<file path="src/rtl/fixed_pkg.sv">
// fixed_pkg: values shared by the fixed-point divider controller and its
// debug monitors.
//   DATA_WIDTH_DEF / QUANTIZED_BITS_DEF : default Q-format geometry
//   Q_ONE                               : 1.0 in the default Q format
//   FIX_MAX / FIX_MIN                   : saturation limits at the default width
//   div_ctrl_state_t                    : controller state encoding, exported
//                                         so monitors can decode dbg_state_o
package fixed_pkg;

  localparam int DATA_WIDTH_DEF     = 32;
  localparam int QUANTIZED_BITS_DEF = 10;

  localparam logic [DATA_WIDTH_DEF-1:0] Q_ONE   = DATA_WIDTH_DEF'(1) << QUANTIZED_BITS_DEF;
  localparam logic [DATA_WIDTH_DEF-1:0] FIX_MAX = {1'b0, {(DATA_WIDTH_DEF-1){1'b1}}};
  localparam logic [DATA_WIDTH_DEF-1:0] FIX_MIN = {1'b1, {(DATA_WIDTH_DEF-1){1'b0}}};

  typedef enum logic [2:0] {
    ST_IDLE  = 3'd0,
    ST_ISSUE = 3'd1,
    ST_WAIT  = 3'd2,
    ST_POST  = 3'd3,
    ST_OUT   = 3'd4
  } div_ctrl_state_t;

endpackage

</file>
<file path="src/rtl/fixed_div_ctrl_sign_mag.sv">
// fixed_sign_mag: combinational sign/magnitude helper for fixed_div_ctrl.
//   num_i, den_i   : signed Q operands
//   num_mag_o      : |num_i| zero-extended to DIV_WIDTH
//   den_mag_o      : |den_i| zero-extended to DIV_WIDTH
//   num_neg_o      : num_i is negative
//   res_neg_o      : quotient sign (num sign xor den sign)
//   mag_i, neg_i   : unsigned quotient magnitude and the sign to restore
//   res_o          : signed result, clamped to the DATA_WIDTH range
//   sat_o          : res_o was clamped
module fixed_sign_mag #(
  parameter int DATA_WIDTH = 32,
  parameter int DIV_WIDTH  = 43
) (
  input  logic [DATA_WIDTH-1:0] num_i,
  input  logic [DATA_WIDTH-1:0] den_i,
  output logic [DIV_WIDTH-1:0]  num_mag_o,
  output logic [DIV_WIDTH-1:0]  den_mag_o,
  output logic                  num_neg_o,
  output logic                  res_neg_o,
  input  logic [DIV_WIDTH-1:0]  mag_i,
  input  logic                  neg_i,
  output logic [DATA_WIDTH-1:0] res_o,
  output logic                  sat_o
);

  localparam int EXT = DIV_WIDTH - DATA_WIDTH;

  // Largest magnitudes representable for each sign.
  localparam logic [DIV_WIDTH-1:0] POS_LIM = {{(EXT+1){1'b0}}, {(DATA_WIDTH-1){1'b1}}};
  localparam logic [DIV_WIDTH-1:0] NEG_LIM = {{EXT{1'b0}}, 1'b1, {(DATA_WIDTH-1){1'b0}}};

  localparam logic [DATA_WIDTH-1:0] RES_MAX = {1'b0, {(DATA_WIDTH-1){1'b1}}};
  localparam logic [DATA_WIDTH-1:0] RES_MIN = {1'b1, {(DATA_WIDTH-1){1'b0}}};

  logic [DIV_WIDTH-1:0] num_ext;
  logic [DIV_WIDTH-1:0] den_ext;

  // Sign-extend before negating so the most negative input yields an exact
  // magnitude instead of wrapping back to itself.
  assign num_ext   = {{EXT{num_i[DATA_WIDTH-1]}}, num_i};
  assign den_ext   = {{EXT{den_i[DATA_WIDTH-1]}}, den_i};
  assign num_mag_o = num_i[DATA_WIDTH-1] ? -num_ext : num_ext;
  assign den_mag_o = den_i[DATA_WIDTH-1] ? -den_ext : den_ext;
  assign num_neg_o = num_i[DATA_WIDTH-1];
  assign res_neg_o = num_i[DATA_WIDTH-1] ^ den_i[DATA_WIDTH-1];

  always_comb begin
    res_o = '0;
    sat_o = 1'b0;
    if (!neg_i) begin
      if (mag_i > POS_LIM) begin
        res_o = RES_MAX;
        sat_o = 1'b1;
      end else begin
        res_o = mag_i[DATA_WIDTH-1:0];
      end
    end else begin
      if (mag_i > NEG_LIM) begin
        res_o = RES_MIN;
        sat_o = 1'b1;
      end else begin
        // Low bits of -m equal -(low bits of m); m == 2^(W-1) lands on MIN.
        res_o = -mag_i[DATA_WIDTH-1:0];
      end
    end
  end

endmodule

</file>
<file path="src/rtl/fixed_div_ctrl.sv">
// fixed_div_ctrl: signed Q-format division wrapper around an external
// iterative unsigned divider core.
//   clock, reset        : system clock, synchronous active-high reset
//   in_valid/in_ready   : operand handshake (in_ready only in IDLE)
//   num, den            : signed Q dividend / divisor
//   out_valid/out_ready : result handshake, result held until accepted
//   out_quot            : signed Q quotient (truncated toward zero, saturated)
//   out_div_zero        : divisor was zero
//   out_sat             : quotient was clamped
//   div_valid_in        : one-cycle start pulse to the core
//   div_dividend        : |num| << QUANTIZED_BITS
//   div_divisor         : |den|
//   div_quotient        : core quotient, sampled on div_valid_out
//   div_valid_out       : core done pulse
//   dbg_state_o         : current controller state
//
// Handshake rule for both in_* and out_*: a transfer happens on a rising
// clock edge where valid and ready are both high; a valid source holds its
// data stable until that edge, and ready never depends on valid.
module fixed_div_ctrl
  import fixed_pkg::*;
#(
  parameter int DATA_WIDTH     = DATA_WIDTH_DEF,
  parameter int QUANTIZED_BITS = QUANTIZED_BITS_DEF
) (
  input  logic                                 clock,
  input  logic                                 reset,
  input  logic                                 in_valid,
  output logic                                 in_ready,
  input  logic [DATA_WIDTH-1:0]                num,
  input  logic [DATA_WIDTH-1:0]                den,
  output logic                                 out_valid,
  input  logic                                 out_ready,
  output logic [DATA_WIDTH-1:0]                out_quot,
  output logic                                 out_div_zero,
  output logic                                 out_sat,
  output logic                                 div_valid_in,
  output logic [DATA_WIDTH+QUANTIZED_BITS:0]   div_dividend,
  output logic [DATA_WIDTH+QUANTIZED_BITS:0]   div_divisor,
  input  logic [DATA_WIDTH+QUANTIZED_BITS:0]   div_quotient,
  input  logic                                 div_valid_out,
  output div_ctrl_state_t                      dbg_state_o
);

  localparam int DIV_WIDTH = DATA_WIDTH + QUANTIZED_BITS + 1;

  localparam logic [DATA_WIDTH-1:0] RES_MAX = {1'b0, {(DATA_WIDTH-1){1'b1}}};
  localparam logic [DATA_WIDTH-1:0] RES_MIN = {1'b1, {(DATA_WIDTH-1){1'b0}}};

  div_ctrl_state_t       state_q,    state_d;
  logic                  neg_q,      neg_d;
  logic [DIV_WIDTH-1:0]  dividend_q, dividend_d;
  logic [DIV_WIDTH-1:0]  divisor_q,  divisor_d;
  logic [DIV_WIDTH-1:0]  quot_q,     quot_d;
  logic [DATA_WIDTH-1:0] res_q,      res_d;
  logic                  dz_q,       dz_d;
  logic                  sat_q,      sat_d;

  logic [DIV_WIDTH-1:0]  num_mag;
  logic [DIV_WIDTH-1:0]  den_mag;
  logic                  num_neg;
  logic                  res_neg;
  logic [DATA_WIDTH-1:0] post_res;
  logic                  post_sat;

  fixed_sign_mag #(
    .DATA_WIDTH (DATA_WIDTH),
    .DIV_WIDTH  (DIV_WIDTH)
  ) u_sign_mag (
    .num_i     (num),
    .den_i     (den),
    .num_mag_o (num_mag),
    .den_mag_o (den_mag),
    .num_neg_o (num_neg),
    .res_neg_o (res_neg),
    .mag_i     (quot_q),
    .neg_i     (neg_q),
    .res_o     (post_res),
    .sat_o     (post_sat)
  );

  always_comb begin
    state_d    = state_q;
    neg_d      = neg_q;
    dividend_d = dividend_q;
    divisor_d  = divisor_q;
    quot_d     = quot_q;
    res_d      = res_q;
    dz_d       = dz_q;
    sat_d      = sat_q;
    unique case (state_q)
      ST_IDLE: begin
        if (in_valid) begin
          neg_d      = res_neg;
          dividend_d = num_mag << QUANTIZED_BITS;
          divisor_d  = den_mag;
          if (den == '0) begin
            // The core is bypassed; the result is fully known here.
            dz_d    = 1'b1;
            sat_d   = (num != '0);
            if (num == '0)   res_d = '0;
            else if (num_neg) res_d = RES_MIN;
            else              res_d = RES_MAX;
            state_d = ST_OUT;
          end else begin
            state_d = ST_ISSUE;
          end
        end
      end
      ST_ISSUE: state_d = ST_WAIT;
      ST_WAIT: begin
        if (div_valid_out) begin
          quot_d  = div_quotient;
          state_d = ST_POST;
        end
      end
      ST_POST: begin
        res_d   = post_res;
        sat_d   = post_sat;
        dz_d    = 1'b0;
        state_d = ST_OUT;
      end
      ST_OUT: begin
        if (out_ready) begin
          dz_d    = 1'b0;
          sat_d   = 1'b0;
          state_d = ST_IDLE;
        end
      end
      default: state_d = ST_IDLE;
    endcase
  end

  always_ff @(posedge clock) begin
    if (reset) begin
      state_q    <= ST_IDLE;
      neg_q      <= 1'b0;
      dividend_q <= '0;
      divisor_q  <= '0;
      quot_q     <= '0;
      res_q      <= '0;
      dz_q       <= 1'b0;
      sat_q      <= 1'b0;
    end else begin
      state_q    <= state_d;
      neg_q      <= neg_d;
      dividend_q <= dividend_d;
      divisor_q  <= divisor_d;
      quot_q     <= quot_d;
      res_q      <= res_d;
      dz_q       <= dz_d;
      sat_q      <= sat_d;
    end
  end

  assign in_ready     = (state_q == ST_IDLE);
  assign out_valid    = (state_q == ST_OUT);
  assign div_valid_in = (state_q == ST_ISSUE);
  assign div_dividend = dividend_q;
  assign div_divisor  = divisor_q;
  assign out_quot     = res_q;
  assign out_div_zero = dz_q;
  assign out_sat      = sat_q;
  assign dbg_state_o  = state_q;

endmodule
</file>
<file path="config.mk">
export PLATFORM = sky130hd
export DESIGN_NAME = fixed_div_ctrl
export DESIGN_NICKNAME = d
export VERILOG_FILES = /design/src/rtl/fixed_pkg.sv /design/src/rtl/fixed_div_ctrl_sign_mag.sv /design/src/rtl/fixed_div_ctrl.sv
export SDC_FILE = /design/constraint.sdc
export NUM_CORES = 1
export LEC_CHECK = 0
export CAP_MARGIN = 30
export CORE_ASPECT_RATIO = 0.6
export CORE_MARGIN = 4
export CORE_UTILIZATION = 55
export CTS_BUF_LIST = sky130_fd_sc_hd__clkbuf_2
export DETAILED_ROUTE_END_ITERATION = 8
export HOLD_SLACK_MARGIN = 0.06
export PLACE_DENSITY = 0.93
export SLEW_MARGIN = 20
export SYNTH_ARGS = -nofsm -noshare
export SYNTH_HDL_FRONTEND = slang
export SYNTH_HIERARCHICAL = 1
export SYNTH_SLANG_ARGS = --single-unit
</file>
<file path="constraint.sdc">
create_clock -name clock -period 6.7 [get_ports clock]
set_input_delay 1.34 -clock clock [delete_from_list [all_inputs] [get_ports clock]]
set_output_delay 1.34 -clock clock [all_outputs]
set_load 0.05 [all_outputs]
</file>
# After elaboration in Yosys (flattened, before gate mapping)

Index checks and enable logic that the tools add are counted.

Output and inout bits: 126
Register bits after elaboration: 157
Memories: 0
Latch bits: 0
RAM bits: 0
Memory bits (read-only): 0

Multiply operators: 0
Bitwise gates (word level): 1
Add/subtract/negate cells: 3
Muxes and demuxes: 25
Shifts and indexed selects: 0
Magnitude comparators: 2
Eq/ne operators: 8
Reduce and logical (&&, ||, !) cells: 11
Div/mod/pow operators: 0

Operators with widths:

| cell                 | count |
|---|---|
| $mux 32              | 7 |
| $logic_not 32->1     | 2 |
| $pmux 32 s2          | 1 |
| $gt 43x31->1 const B | 1 |
| $gt 43x32->1 const B | 1 |
| $mux 43              | 1 |
| $neg 43->43          | 1 |
| $mux 33              | 1 |
| $neg 33->33          | 1 |
| $neg 32->32          | 1 |
| $reduce_bool 32->1   | 1 |
| $pmux 3 s5           | 1 |
| $mux 3               | 4 |
| $mux 1               | 8 |
| $eq 3x2->1 const B   | 2 |
| $pmux 1 s3           | 2 |
| $reduce_and 3->1     | 2 |
| $ne 2x1->1 const B   | 2 |
| $ne 2x2->1 const B   | 2 |
| $reduce_and 2->1     | 2 |
| $reduce_and 4->1     | 1 |
| $eq 3x1->1 const B   | 1 |
| $eq 3x3->1 const B   | 1 |
| $logic_not 3->1      | 1 |
| other kinds (3)      | 3 |

# Depth between registers and ports, before layout

Gate-level depths: netlist of run 1.

Word-level depth: 5
Mapped depth: 10
Mapped depth without buffers: 9

# Hierarchy

Netlist of run 1, hierarchy kept.

By module, submodules not included:

| module         | sequential area each (sq um) | instances | cells an instance | area an instance (sq um) |
|---|---|---|---|---|
| fixed_div_ctrl | 3,143.0                      | 1         | 741               | 6,113.4 |
| fixed_sign_mag | 0.0                          | 1         | 428               | 2,792.7 |

# Worst setup path after synthesis of run 1

OpenSTA, ideal clock, no wires.

Path type: reg2out
From: reg state_q[2], in the netlist dbg_state_o[2]
To: out out_valid
Data arrival time: 2.142 ns
Slack: 3.218 ns
Required time: 5.360 ns
Stages on the path, launching flop included: 3
Buffers on the path: 1
Cells stage by stage: dfxtp_1 buf_6 nor3b_1

Cells in the longest elaborated chain, start to end: 1

Ends and longest elaborated chain:

| element                | RTL line              | text |
|---|---|---|
| start, declared        | fixed_div_ctrl.sv:50  | `div_ctrl_state_t state_q, state_d;` |
| start signal, assigned | fixed_div_ctrl.sv:145 | `state_q <= state_d;` |
| $eq 3x3->1             | fixed_div_ctrl.sv:157 | `assign out_valid = (state_q == ST_OUT);` |
| end, declared          | fixed_div_ctrl.sv:32  | `output logic out_valid,` |

No other way between the ends.

# Worst setup path in the final report of run 1

Ends and elaborated chain as after synthesis.

==> summary.txt, run 1 <==
Run status
  – Outcome: complete, no violations

Final layout
  – Number of diodes: 0
  – Fillcell total: 1188
  – Area Overhead vs Synth: 27.4%
  – Final #Nets: 1439
  – Fraction of layout cells with a size suffix above 1: 7.64%

Global routing
  – GRT Util Overall: 28.7%
  – Vias in the first global route: 8129
  – Grt ovf: 0
  – Largest net degree at the start of global routing: 79
  – Initial antenna violation count: 1
  – First-pass GRT wire length: 42400 um

Pwr
  – Power Density: 352 mW/mm^2
  – Lkg Pwr: 3.77 nW
  – VDD IR max: 178 uV

Place
  – Post-DP HPWL: 19600 um
  – GP Congestion: 0.953
  – IO Port Bufs: 227

Drt
  – Wirelength per Cell: 17.7 um
  – Antenna viol nets, final: 0
  – DRT iter0 DRCs: 935
  – Vias per cell: 5.95
  – # DRC: 0
  – DR vias: 9154
  – Total wire length: 27200 um
  – DR pass1 iterations: 6

Clock tree
  – Clock Tree Buf Depth: 2
  – Post-cts resize count: 0
  – Clock-pin slew on the worst setup and hold paths: 210 ps
  – CTS Sinks: 157
  – CTS buffer count: 17
  – Setup repair bufs after CTS: 0
  – H-tree depth: 4
  – Worst-Skew Late Latency: 680 ps
  – Post-CTS Hold Fix Bufs: 0
  – Clk root buf: clkbuf_2
  – CTS tree: built

Timing
  – Layout Skew: 49.8 ps
  – Max-slew violation count: 0
  – Unrepaired setup endpoints after global routing: false
  – Final min period: 3940 ps
  – Post-Route Setup TNS: 0 ps
  – Max_slew headroom: 34.0%
  – Period utilization: 58.9%
  – # setup viols final: 0
  – Least-Margin Pin Slew: 990 ps
  – Hold Slack: 468 ps
  – Final Hold Vio Count: 0
  – Peak Freq: 254 MHz

Worst setup path
  – CP peak stage delay: 920 ps
  – CP max FO: 10
  – Critical Path Sink Type: output pin
  – Critical path class: flip-flop to output pin
  – Req. time, crit path: 5360 ps
  – R2R setup slack: 3590 ps
  – Reg2reg path depth: 9
  – Critical Path Source: dbg_state_o[2]$_SDFFE_PP0P_
  – Reg-to-reg endpoint: out_quot[3]$_SDFFE_PP0P_
  – Crit path DAT: 2600 ps
  – CP Launch Type: flip-flop
  – Crit-path cells: nor3b_1 -> clkdlybuf4s50_1
  – Reg2Reg Launch Point: quot_q[1]$_SDFFE_PP0P_
  – CP max-delay cell: clkdlybuf4s50_1

Floorplan
  – Die Y: 106 um
  – Die area: 0.0182 mm^2
  – Initial cell density of the core: 56.8%
  – I/O pin total: 238
  – Site Rows: 35
  – Core box area: 0.0155 mm^2
  – Die X: 172 um

Synth
  – Syn_area_per_cell: 7.62 um^2
  – YS warnings: 6
  – Mapped Area: 0.00883 mm^2
  – Cells after synthesis: 1159

Min path
  – Worst hold-check path type: flip-flop to flip-flop
  – WHS Path Cells: 2
  – Hold path endpoint: div_divisor[19]$_SDFFE_PP0P_
  – Min-delay src: div_divisor[19]$_SDFFE_PP0P_

Run
  – Max-cap violations: 0
-- state kept, by name, indices dropped and copies added (netlist names) --
name / flops
dbg_state_o: 3
div_dividend: 33
div_divisor: 43
neg_q: 1
out_div_zero: 1
out_quot: 32
out_sat: 1
quot_q: 43
-- stage by stage --
stage	utilization [%]	setup WS, ps	cell area (um^2)	std cells	power [mW]
after global routing	72.4	2550	11300	1538	4.19
after detailed placement	70.5	2270	11000	1506	3.33
final	72.4	2760	11300	1538	3.96
after floorplan	-	3220	8910	1179	2.77
after global placement	70.2	1980	10900	1504	3.29
after CTS	72.3	2680	11200	1537	3.94
-- cells in the final DEF (no fill, tap or decap), types with 3 or more instances in the layout --
cell             instances
nand2_1                289
nand4_1                 22
o41ai_1                  8
bufinv_16                4
a221oi_2                29
a311oi_1                15
nor4_1                  31
nor2_1                  62
a21oi_1                187
xor2_1                   4
nand3b_1                 4
a311oi_2                 3
nand2b_1                 7
nor3_1                  22
buf_4                    9
inv_6                    4
clkdlybuf4s50_1        226
clkbuf_2                18
a221oi_1                 4
ha_1                     4
dfxtp_1                156
conb_1                  22
o31ai_1                 16
nand3_1                 21
inv_1                   10
and4_1                   3
or3_1                    8
nand4b_1                 3
buf_12                   3
or4_1                    8
xnor2_1                 59
or2_2                    3
o21ai_0                 20
-- critical path: cells and delay by family, from the launching register on --
family                 cells  cell delay, ps
buffers and inverters      1             920
flip-flops                 1             580
AND/OR/NAND/NOR            1             450
-- metal layers --
metal / global-route usage [%] / part of all wire (%)
met1: 42.0 / 46
met2: 41.2 / 41
met3: 9.33 / 12
met4: 5.43 / 1.2
met5: 0 / 0.048
-- worst max-delay path by stage --
stage / to / slack (ps)
after floorplan: out_valid / 3220
after global placement: out_quot[1]$_SDFFE_PP0P_ / 1980
after detailed placement: out_quot[1]$_SDFFE_PP0P_ / 2270
after CTS: out_valid / 2680
after global routing: out_valid / 2550
final: out_valid / 2760
-- where the power goes --
part	leakage, nW	internal (mW)	switching, mW
sequential	1.28	1.09	0.134
combinational	2.33	0.740	1.40
clock	0.161	0.248	0.353
-- area by class of cell --
cell class	count	area, um^2	share of cell area, %
Inverter	10	37.5	0.334
Multi-Input combinational cell	899	5150	45.8
Clock buffer	18	90.1	0.800
Clock inverter	13	188	1.67
Tap cell	203	254	2.26
Timing Repair Buffer	238	2390	21.2
Sequential cell	157	3140	27.9
Power figures use the tool's default switching activity.
==> run 2, diff against run 1 <==
Settings changed: CORE_UTILIZATION 55 to 46, PLACE_DENSITY 0.93 to 0.84.
Clock period 6.7 ns to 3.4 ns, I/O delays scaled along.
==> run 2 against run 1 <==
  * Highest routed layer unchanged
  * Via count is 0.20% higher
  * Cell area is 1.4% higher
  * Sequential power increased by 98%
  * Combinational power increased by 100%
  * Critical path depth stayed put
  * Hold slack worse by 3.8 ps
  * Core utilization down 11 points
  * Count of clock-buffer cells in the layout decreased by 1
  * Clock skew shrank 15 ps
  * Non-clock buffer count rose by 17
  * Register-to-register slack got worse by 3200 ps
  * Worst setup slack worse by 2500 ps
==> summary.txt, run 2 (synthesis gave the netlist of run 1 again) <==
Floorplan
  – Die area: 0.0216 mm^2 (+18%)
  – Die Y: 115 um (+8.6%)
  – Core box area: 0.0184 mm^2 (+19%)
  – Die X: 187 um (+8.9%)
  – Site Rows: 38 (+8.6%)
  – Initial cell density of the core: 47.9% (-8.9 points)
  – I/O pin total: 238 (unchanged)

Final layout
  – Fraction of layout cells with a size suffix above 1: 8.73% (+1.1 points)
  – Area Overhead vs Synth: 29.2%
  – Most common cell after layout, fill and taps aside: nand2_1
  – Number of diodes: 0 (unchanged)
  – Final #Nets: 1456 (+1.2%)
  – Fillcell total: 1599 (+35%)
  – Leading cell types in the layout, fill and taps excluded: 289 x nand2_1, 225 x clkdlybuf4s50_1, 187 x a21oi_1

Timing
  – Max_slew headroom: 40.0% (+6.0 points)
  – Period utilization: 91.6%
  – Layout Skew: 34.8 ps (-15.0 ps)
  – Unrepaired setup endpoints after global routing: false
  – Post-Route Setup TNS: 0 ps (unchanged)
  – Least-Margin Pin Slew: 900 ps (-90.0 ps)
  – Max-slew violation count: 0 (unchanged)
  – # setup viols final: 0 (unchanged)
  – Peak Freq: 321 MHz
  – Hold Slack: 464 ps (-3.85 ps)
  – Final Hold Vio Count: 0 (unchanged)
  – Worst setup margin: 286 ps (-2470 ps)
  – Final min period: 3110 ps

Worst setup path
  – Critical Path Sink Type: output pin
  – Bufs and invs on worst path: 1 (unchanged)
  – CP max-delay cell: clkdlybuf4s50_1
  – Reg2Reg Launch Point: quot_q[0]$_SDFFE_PP0P_
  – R2R setup slack: 430 ps (-3160 ps)
  – Crit-path cells: nor3_4 -> clkdlybuf4s50_1
  – CP peak stage delay: 900 ps (-20 ps)
  – Req. time, crit path: 2720 ps (-2640 ps)
  – Reg2reg path depth: 10 (+1)
  – CP max FO: 9 (-1)
  – Critical Path Stages: 2 (unchanged)
  – Reg-to-reg endpoint: out_quot[11]$_SDFFE_PP0P_
  – CP delay by family, top: buffers and inverters
  – Crit path DAT: 2430 ps (-170 ps)
  – Critical path class: flip-flop to output pin
  – CP Launch Type: flip-flop

Global routing
  – Grt ovf: 0 (unchanged)
  – GRT Util Overall: 25.6% (-3.0 points)
  – Initial antenna violation count: 1 (unchanged)
  – Vias in the first global route: 8494 (+4.5%)
  – First-pass GRT wire length: 45000 um (+6.0%)
  – Largest net degree at the start of global routing: 79 (unchanged)

Clock tree
  – Clk root buf: clkbuf_2
  – CTS Sinks: 157 (unchanged)
  – Setup repair bufs after CTS: 0 (unchanged)
  – Clock-pin slew on the worst setup and hold paths: 220 ps (about the same)
  – H-tree depth: 4 (unchanged)
  – CTS tree: built
  – Clock Tree Buf Depth: 2 (unchanged)
  – Worst-Skew Late Latency: 750 ps (+70 ps)
  – CTS buffer count: 17 (unchanged)

Min path
  – WHS Path Cells: 3 (+1)
  – Hold path endpoint: quot_q[0]$_SDFFE_PP0P_
  – Worst hold-check path type: primary input to flip-flop
  – Min-delay src: div_quotient[0]

Drt
  – # DRC: 0 (unchanged)
  – Vias per cell: 5.76 (-3.1%)
  – Antenna viol nets, final: 0 (unchanged)
  – Total wire length: 28500 um (+4.8%)
  – DRT iter0 DRCs: 920 (-1.6%)
  – DR pass1 iterations: 5 (-1)
  – DR vias: 9172 (+0.20%)
  – Wirelength per Cell: 17.9 um (+1.3%)

Pwr
  – Power Density: 697 mW/mm^2 (+98%)
  – Overall Power: 7.95 mW (+100%)
  – Lkg Pwr: 3.85 nW (+2.1%)
  – VDD IR max: 359 uV (+100%)

Run status
  – Outcome: complete, no violations

Run
  – Max-cap violations: 0 (unchanged)

Place
  – Worst slack at placement: 152 ps (-2120 ps)
  – IO Port Bufs: 227 (unchanged)
  – Post-DP HPWL: 20600 um (+5.3%)
  – GP Congestion: 0.923 (-3.2%)
==> run 2: changes by cell type in the layout (fill, tap and decap cells not counted), moves of 2 or more <==
cell / previous run / this run
clkinv_2: 0 / 2
buf_4: 9 / 27
inv_6: 4 / 0
clkinvlp_4: 1 / 3
==> run 2: per-layer routing <==
layer	track usage, %	vias up	routed length (um)
li1	-	4406	-
met2	35.9	477	11400
met3	9.53	51	3480
met4	6.65	2	548
met5	0	-	7
met1	37.1	4236	13000
==> run 2: where the power goes <==
group / switching [mW] / internal [mW] / leakage, nW
sequential: 0.261 / 2.15 / 1.28
combinational: 2.80 / 1.54 / 2.42
clock: 0.668 / 0.541 / 0.157
total: 3.73 / 4.22 / 3.85
==> run 2: layout make-up <==
cell class | instances | area [um^2] | share of cell area [%]
sequential | 157 | 3140 | 27.6
timing repair buffer | 255 | 2500 | 21.9
inverter | 10 | 37.5 | 0.329
tap | 240 | 300 | 2.63
clock inverter | 13 | 199 | 1.74
clock buffer | 17 | 85.1 | 0.746
multi-input combinational | 899 | 5140 | 45.1
==> run 2: how the worst max path moves through the flow <==
| stage | start | to | slack [ps] |
|---|---|---|---|
| detailed placement | num[3] | div_dividend[39]$_SDFFE_PP0P_ | 150 |
| CTS | dbg_state_o[2]$_SDFFE_PP0P_ | in_ready | 180 |
| floorplan | dbg_state_o[2]$_SDFFE_PP0P_ | out_valid | 580 |
| finish | dbg_state_o[1]$_SDFFE_PP0P_ | in_ready | 290 |
| global route | dbg_state_o[1]$_SDFFE_PP0P_ | in_ready | 110 |
| global placement | num[3] | div_dividend[39]$_SDFFE_PP0P_ | 270 |
==> run 2: timing repair <==
| item | in CTS | in global routing |
|---|---|---|
| setup endpoints to repair | 1 | 0 |
| hold buffers | 0 | 0 |
| resized for setup | 1 | 0 |
==> run 2: stage by stage <==
stage	instances	cell area, um^2	util, %
2_1_floorplan	1179	8910	-
3_3_place_gp	1561	11100	60.3
3_5_place_dp	1561	11100	60.3
4_1_cts	1591	11400	61.9
5_1_grt	1591	11400	61.9
6_report	1591	11400	61.9
==> run 2: worst reg2reg max path, stage by stage, from the launching register on <==
cell      delay (ps)
dfxtp_1          430
inv_1            110
ha_1             230
or4b_4           530
nor3_1           280
and2_2           230
a31oi_2           90
buf_4            260
a311oi_1         350
a21oi_1          140
a221oi_2         280
==> run 3, diff against run 2 <==
Clock period 3.4 ns to 2.7 ns, I/O delays scaled along.
==> run 3 against run 2 <==
  * Cell area rose by 7.6%
  * Critical path type is now flip-flop to flip-flop
  * Power rose by 32%
  * Largest cell class unchanged
  * Flip-flop and latch count is the same
==> summary.txt, run 3 (synthesis gave the netlist of run 1 again) <==
Run status
  – Outcome: complete, no violations

Final layout
  – Layout Utilization: 66.5% (+4.7 points)
  – Area Overhead vs Synth: 39.0%
  – Number of diodes: 0 (unchanged)
  – Leading cell types in the layout, fill and taps excluded: 289 x nand2_1, 220 x clkdlybuf4s50_1, 186 x a21oi_1
  – Final #Nets: 1544 (+6.0%)
  – Fraction of layout cells with a size suffix above 1: 16.0% (+7.2 points)
  – Most common cell after layout, fill and taps aside: nand2_1

Drt
  – Total wire length: 29700 um (+4.4%)
  – DR vias: 9601 (+4.7%)
  – DRT iter0 DRCs: 949 (+3.2%)
  – DR pass1 iterations: 5 (unchanged)
  – # DRC: 0 (unchanged)
  – Antenna viol nets, final: 0 (unchanged)
  – Wirelength per Cell: 17.7 um (-1.2%)
  – Vias per cell: 5.71 (-0.87%)

Pwr
  – Reg power frac: 28.6% (-1.7 points)
  – Pint: 5.59 mW (+32%)
  – Psw: 4.94 mW (+33%)
  – Switching Share: 46.9% (about the same)
  – VDD IR max: 509 uV (+42%)
  – Clock power frac: 14.1% (-1.1 points)
  – Logic pwr share: 57.3% (+2.8 points)
  – Power Density: 858 mW/mm^2 (+23%)
  – Lkg Pwr: 4.35 nW (+13%)

Worst setup path
  – Reg2Reg Launch Point: quot_q[14]$_SDFFE_PP0P_
  – Critical Path Sink Type: flip-flop
  – Reg-to-reg endpoint: out_quot[11]$_SDFFE_PP0P_
  – CP endpoint: out_quot[11]$_SDFFE_PP0P_
  – Req. time, crit path: 3370 ps (+650 ps)
  – CP max FO: 10 (+1)
  – CP Launch Type: flip-flop
  – R2R setup slack: 80 ps (-350 ps)
  – Critical path class: flip-flop to flip-flop
  – Critical Path Source: quot_q[14]$_SDFFE_PP0P_
  – Crit path DAT: 3290 ps (+860 ps)
  – Reg2reg path depth: 8 (-2)

Clock tree
  – Worst-Skew Late Latency: 730 ps (-20 ps)
  – CTS buffer count: 17 (unchanged)
  – H-tree depth: 4 (unchanged)
  – Clk root buf: clkbuf_2
  – CTS tree: built
  – Post-CTS Hold Fix Bufs: 0 (unchanged)
  – Clock-pin slew on the worst setup and hold paths: 250 ps (+30 ps)
  – Clock Tree Buf Depth: 2 (unchanged)
  – CTS Sinks: 157 (unchanged)

Place
  – GP Congestion: 0.946 (+2.5%)
  – IO Port Bufs: 227 (unchanged)
  – Worst slack at placement: -256 ps (-408 ps)
  – Post-DP HPWL: 21900 um (+6.2%)

Timing
  – Final min period: 2620 ps
  – # setup viols final: 0 (unchanged)
  – Least-Margin Pin Slew: 952 ps (+52.2 ps)
  – Unrepaired setup endpoints after global routing: true
  – Max-slew violation count: 0 (unchanged)
  – Worst setup margin: 83.2 ps (-202 ps)
  – Period utilization: 96.9%
  – Post-Route Setup TNS: 0 ps (unchanged)
  – Max_slew headroom: 36.5% (-3.5 points)
  – Peak Freq: 382 MHz
  – Final Hold Vio Count: 0 (unchanged)
  – Layout Skew: 32.5 ps (-2.32 ps)

Global routing
  – First-pass GRT wire length: 46500 um (+3.5%)
  – Vias in the first global route: 8808 (+3.7%)
  – Largest net degree at the start of global routing: 79 (unchanged)
  – M2 GR Usage: 38.5% (+2.6 points)
  – Initial antenna violation count: 2 (+1)
  – GRT Util Overall: 26.4% (+0.75 points)
  – Grt ovf: 0 (unchanged)
  – GR Util met1: 38.0% (+0.84 points)
  – GR Util met3: 8.68% (-0.85 points)
  – Most Crowded Layer GR: met2

Floorplan
  – Die X: 187 um (unchanged)
  – Core box area: 0.0184 mm^2 (unchanged)
  – Initial cell density of the core: 47.9% (unchanged)
  – Die Y: 115 um (unchanged)
  – Site Rows: 38 (unchanged)
  – I/O pin total: 238 (unchanged)
  – Die area: 0.0216 mm^2 (unchanged)

Run
  – Max-cap violations: 0 (unchanged)

Min path
  – Worst hold-check path type: primary input to flip-flop
  – WHS Path Cells: 3 (unchanged)
-- run 3: changes by cell type in the layout (fill, tap and decap cells not counted), sizes merged, moves of 2 or more --
cell           delta
clkdlybuf4s15     +2
buf              +88
inv               +3
clkdlybuf4s50     -5
dlygate4sd2       +2
-- run 3: how the worst min path moves through the flow --
| stage | from | endpoint | slack [ps] |
|---|---|---|---|
| floorplan | quot_q[12]$_SDFFE_PP0P_ | quot_q[12]$_SDFFE_PP0P_ | 430 |
| global placement | div_divisor[32]$_SDFFE_PP0P_ | div_divisor[32]$_SDFFE_PP0P_ | 440 |
| detailed placement | div_dividend[40]$_SDFFE_PP0P_ | div_dividend[40]$_SDFFE_PP0P_ | 450 |
| CTS | div_quotient[2] | quot_q[2]$_SDFFE_PP0P_ | 240 |
| global route | div_quotient[2] | quot_q[2]$_SDFFE_PP0P_ | 240 |
| finish | div_quotient[2] | quot_q[2]$_SDFFE_PP0P_ | 320 |
-- run 3: per-layer routing --
| layer | part of all wire (%) | routed length, um |
|---|---|---|
| met1 | 46 | 13700 |
| met2 | 42 | 12300 |
| met3 | 11 | 3230 |
| met4 | 1.5 | 447 |
| met5 | 0.067 | 20 |
-- run 3: worst max-delay path, stage by stage (launching register included) --
cell	delay, ps
dfxtp_1	570
nand4_1	290
nor4_2	430
a2111o_1	280
buf_4	200
a21oi_1	80
a311oi_1	330
a21oi_1	130
a221oi_2	280
-- run 3: area by class of cell --
type                            count  area (um^2)
Fill cell                        1548         6170
Multi-Input combinational cell    899         5260
Tap cell                          240          300
Timing Repair Buffer              343         3250
Inverter                           10         37.5
Clock inverter                     14          191
Sequential cell                   157         3150
Clock buffer                       17         85.1
-- run 3: per-stage QoR --
step,hold slack [ps],cells,total power [mW],instance area [um^2]
after detailed placement,447,1647,8.75,11900
after global placement,441,1645,8.61,11800
final,322,1680,10.5,12300
after global routing,236,1680,11.1,12300
after CTS,243,1678,10.2,12100
after floorplan,433,1179,6.88,8910
-- run 3: power groups by stage --
stage	registers (mW)	clock network (mW)	logic, mW
floorplan	4.06	0	2.82
global placement	3.03	0	5.58
detailed placement	3.05	0	5.70
CTS	3.00	1.53	5.71
global route	3.06	1.63	6.43
finish	3.01	1.49	6.03
-- run 3: repair_timing --
action / in CTS / in global routing
setup endpoints to repair: 20 / 35
cloned: 0 / 1
pin swaps: 0 / 9
endpoints found under the hold margin: 0 / 0
setup buffers: 0 / 1
gates resized for setup: 11 / 27
==> patch, RTL diff (settings of run 3) <==
`res_q` no longer has a reset.
--- a/src/rtl/fixed_div_ctrl.sv
+++ b/src/rtl/fixed_div_ctrl.sv
@@ -140,3 +140,2 @@
       quot_q     <= '0;
-      res_q      <= '0;
       dz_q       <= 1'b0;
@@ -149,3 +148,2 @@
       quot_q     <= quot_d;
-      res_q      <= res_d;
       dz_q       <= dz_d;
@@ -153,2 +151,6 @@
     end
+  end
+
+  always_ff @(posedge clock) begin
+    res_q <= res_d;
   end
Check against the original RTL: not equivalent (a bounded check fails within 4 cycles, from zero or initial values and one cycle with reset high).
==> patch against run 3 <==
  * Die area decreased by 1.7%
  * Critical path depth is 1 higher
  * Maximum frequency down 0.38%
  * Clock skew increased by 0.017 ns
  * Sequential cell count unchanged
  * Worst setup slack got worse by 0.010 ns
  * Cell count decreased by 3.2%
  * Via count decreased by 5.7%
  * Synthesized area is 1.8% lower
  * Final area fell by 2.6%
  * Synthesized cell count decreased by 5.7%
  * Wire length shrank 5.5%
Power is not compared: it rests on default switching activity, and its combinational part moved more than twofold at a synthesized area within 25%.
==> patch: results <==
metrics = {
    "outcome": {
        "status": "complete, no violations",
    },
    "worst_setup_path": {
        "critPathMaxStageDelay_ns": 0.51,
        "rr_endpoint": "out_quot[28]",
        "critPathMaxFanout": 4,
        "crit_path_top_delay_cell": "or4b_4",
        "crit_arrival_ns": 3.13,
        "rr_startpoint": "quot_q[0]",
        "r2r_cells": 9,
    },
    "place": {
        "dpl.hpwl_microns": 21200,
        "place_area_sq_um": 11600,
        "dpl.cell_count": 1592,
        "gp_congestion": 0.932,
    },
    "final_layout": {
        "drive_gt1_share_pct": 13.2,
        "num-nets-final": 1488,
        "fillerInstances": 1551,
    },
    "sta": {
        "worst_slew_pin_slew_ns": 0.674,
    },
    "detailed_routing": {
        "routedWlPerCell_microns": 17.3,
        "first_pass_iters": 6,
        "route.vias.total": 9057,
        "viasPerCell": 5.57,
        "drt_iter0_drc": 967,
    },
    "global_routing": {
        "grt_pass1_wl_microns": 43800,
        "grt_max_degree": 78,
        "gr-usage-all-layers_pct": 25.8,
        "grt_pass1_vias": 8339,
    },
    "min_path": {
        "hold_path_depth": 2,
        "holdCritStartpoint": "reset",
        "hold_path_end": "div_dividend[23]",
    },
    "clocking": {
        "clkLatencyLatePin_ns": 0.75,
        "path_clk_slew_ns": 0.27,
    },
}
patch: layer usage:
| layer | part of all wire, % | track usage, % | vias to the layer above |
|---|---|---|---|
| li1 | - | - | 4364 |
| met1 | 46 | 38.1 | 4202 |
| met2 | 42 | 36.8 | 444 |
| met4 | 2.0 | 7.23 | 0 |
| met3 | 10 | 7.11 | 47 |
| met5 | 0 | 0 | - |
patch: worst max-delay path by stage:
stage	end	depth (start not counted)	slack (ns)
after floorplan	div_valid_in	2	0.03
after global placement	div_dividend[36]	10	-0.03
after detailed placement	div_divisor[27]	7	-0.10
after CTS	in_ready	2	0.004
after global routing	out_sat	11	-0.05
final	out_quot[28]	9	0.07
patch: through the flow:
step	setup WS, ns	hold WS, ns	utilization [%]
after floorplan	0.0349	0.433	-
after global placement	-0.0344	0.441	63.8
after detailed placement	-0.102	0.446	63.8
after CTS	0.00360	0.154	65.3
after global routing	-0.0526	0.151	65.5
final	0.0731	0.212	65.5
patch: repair_timing:
action	4_1_cts	5_1_grt
setup buffers	0	1
hold endpoints to repair	0	0
endpoints found under the setup margin	8	9
gates resized for setup	12	13
gates cloned	0	0
pin swaps	0	1
patch: cell type report:
class                      instances  area (sq um)  share of cell area (%)
multi-input combinational        843          4710                    39.4
sequential                       157          3470                    29.0
timing repair buffer             340          3160                    26.4
tap                              240           300                    2.51
clock inverter                    14           180                    1.51
clock buffer                      18          90.1                   0.753
inverter                          13          48.8                   0.408
antenna                            2          5.00                  0.0418
patch: power by group:
group	internal (mW)	switching (mW)	leakage (nW)
sequential	2.54	0.121	1.31
combinational	0.969	1.46	3.00
clock	0.544	0.917	0.164
total	4.05	2.50	4.48
patch: worst max-delay path, delay by kind of cell, from the launching register on:
| family | cells | cell delay, ns |
|---|---|---|
| AOI/OAI and AO/OA | 2 | 0.45 |
| buffers and inverters | 2 | 0.27 |
| adders and majority gates | 1 | 0.18 |
| and+or+nand+nor | 4 | 1.11 |
| DFF | 1 | 0.37 |
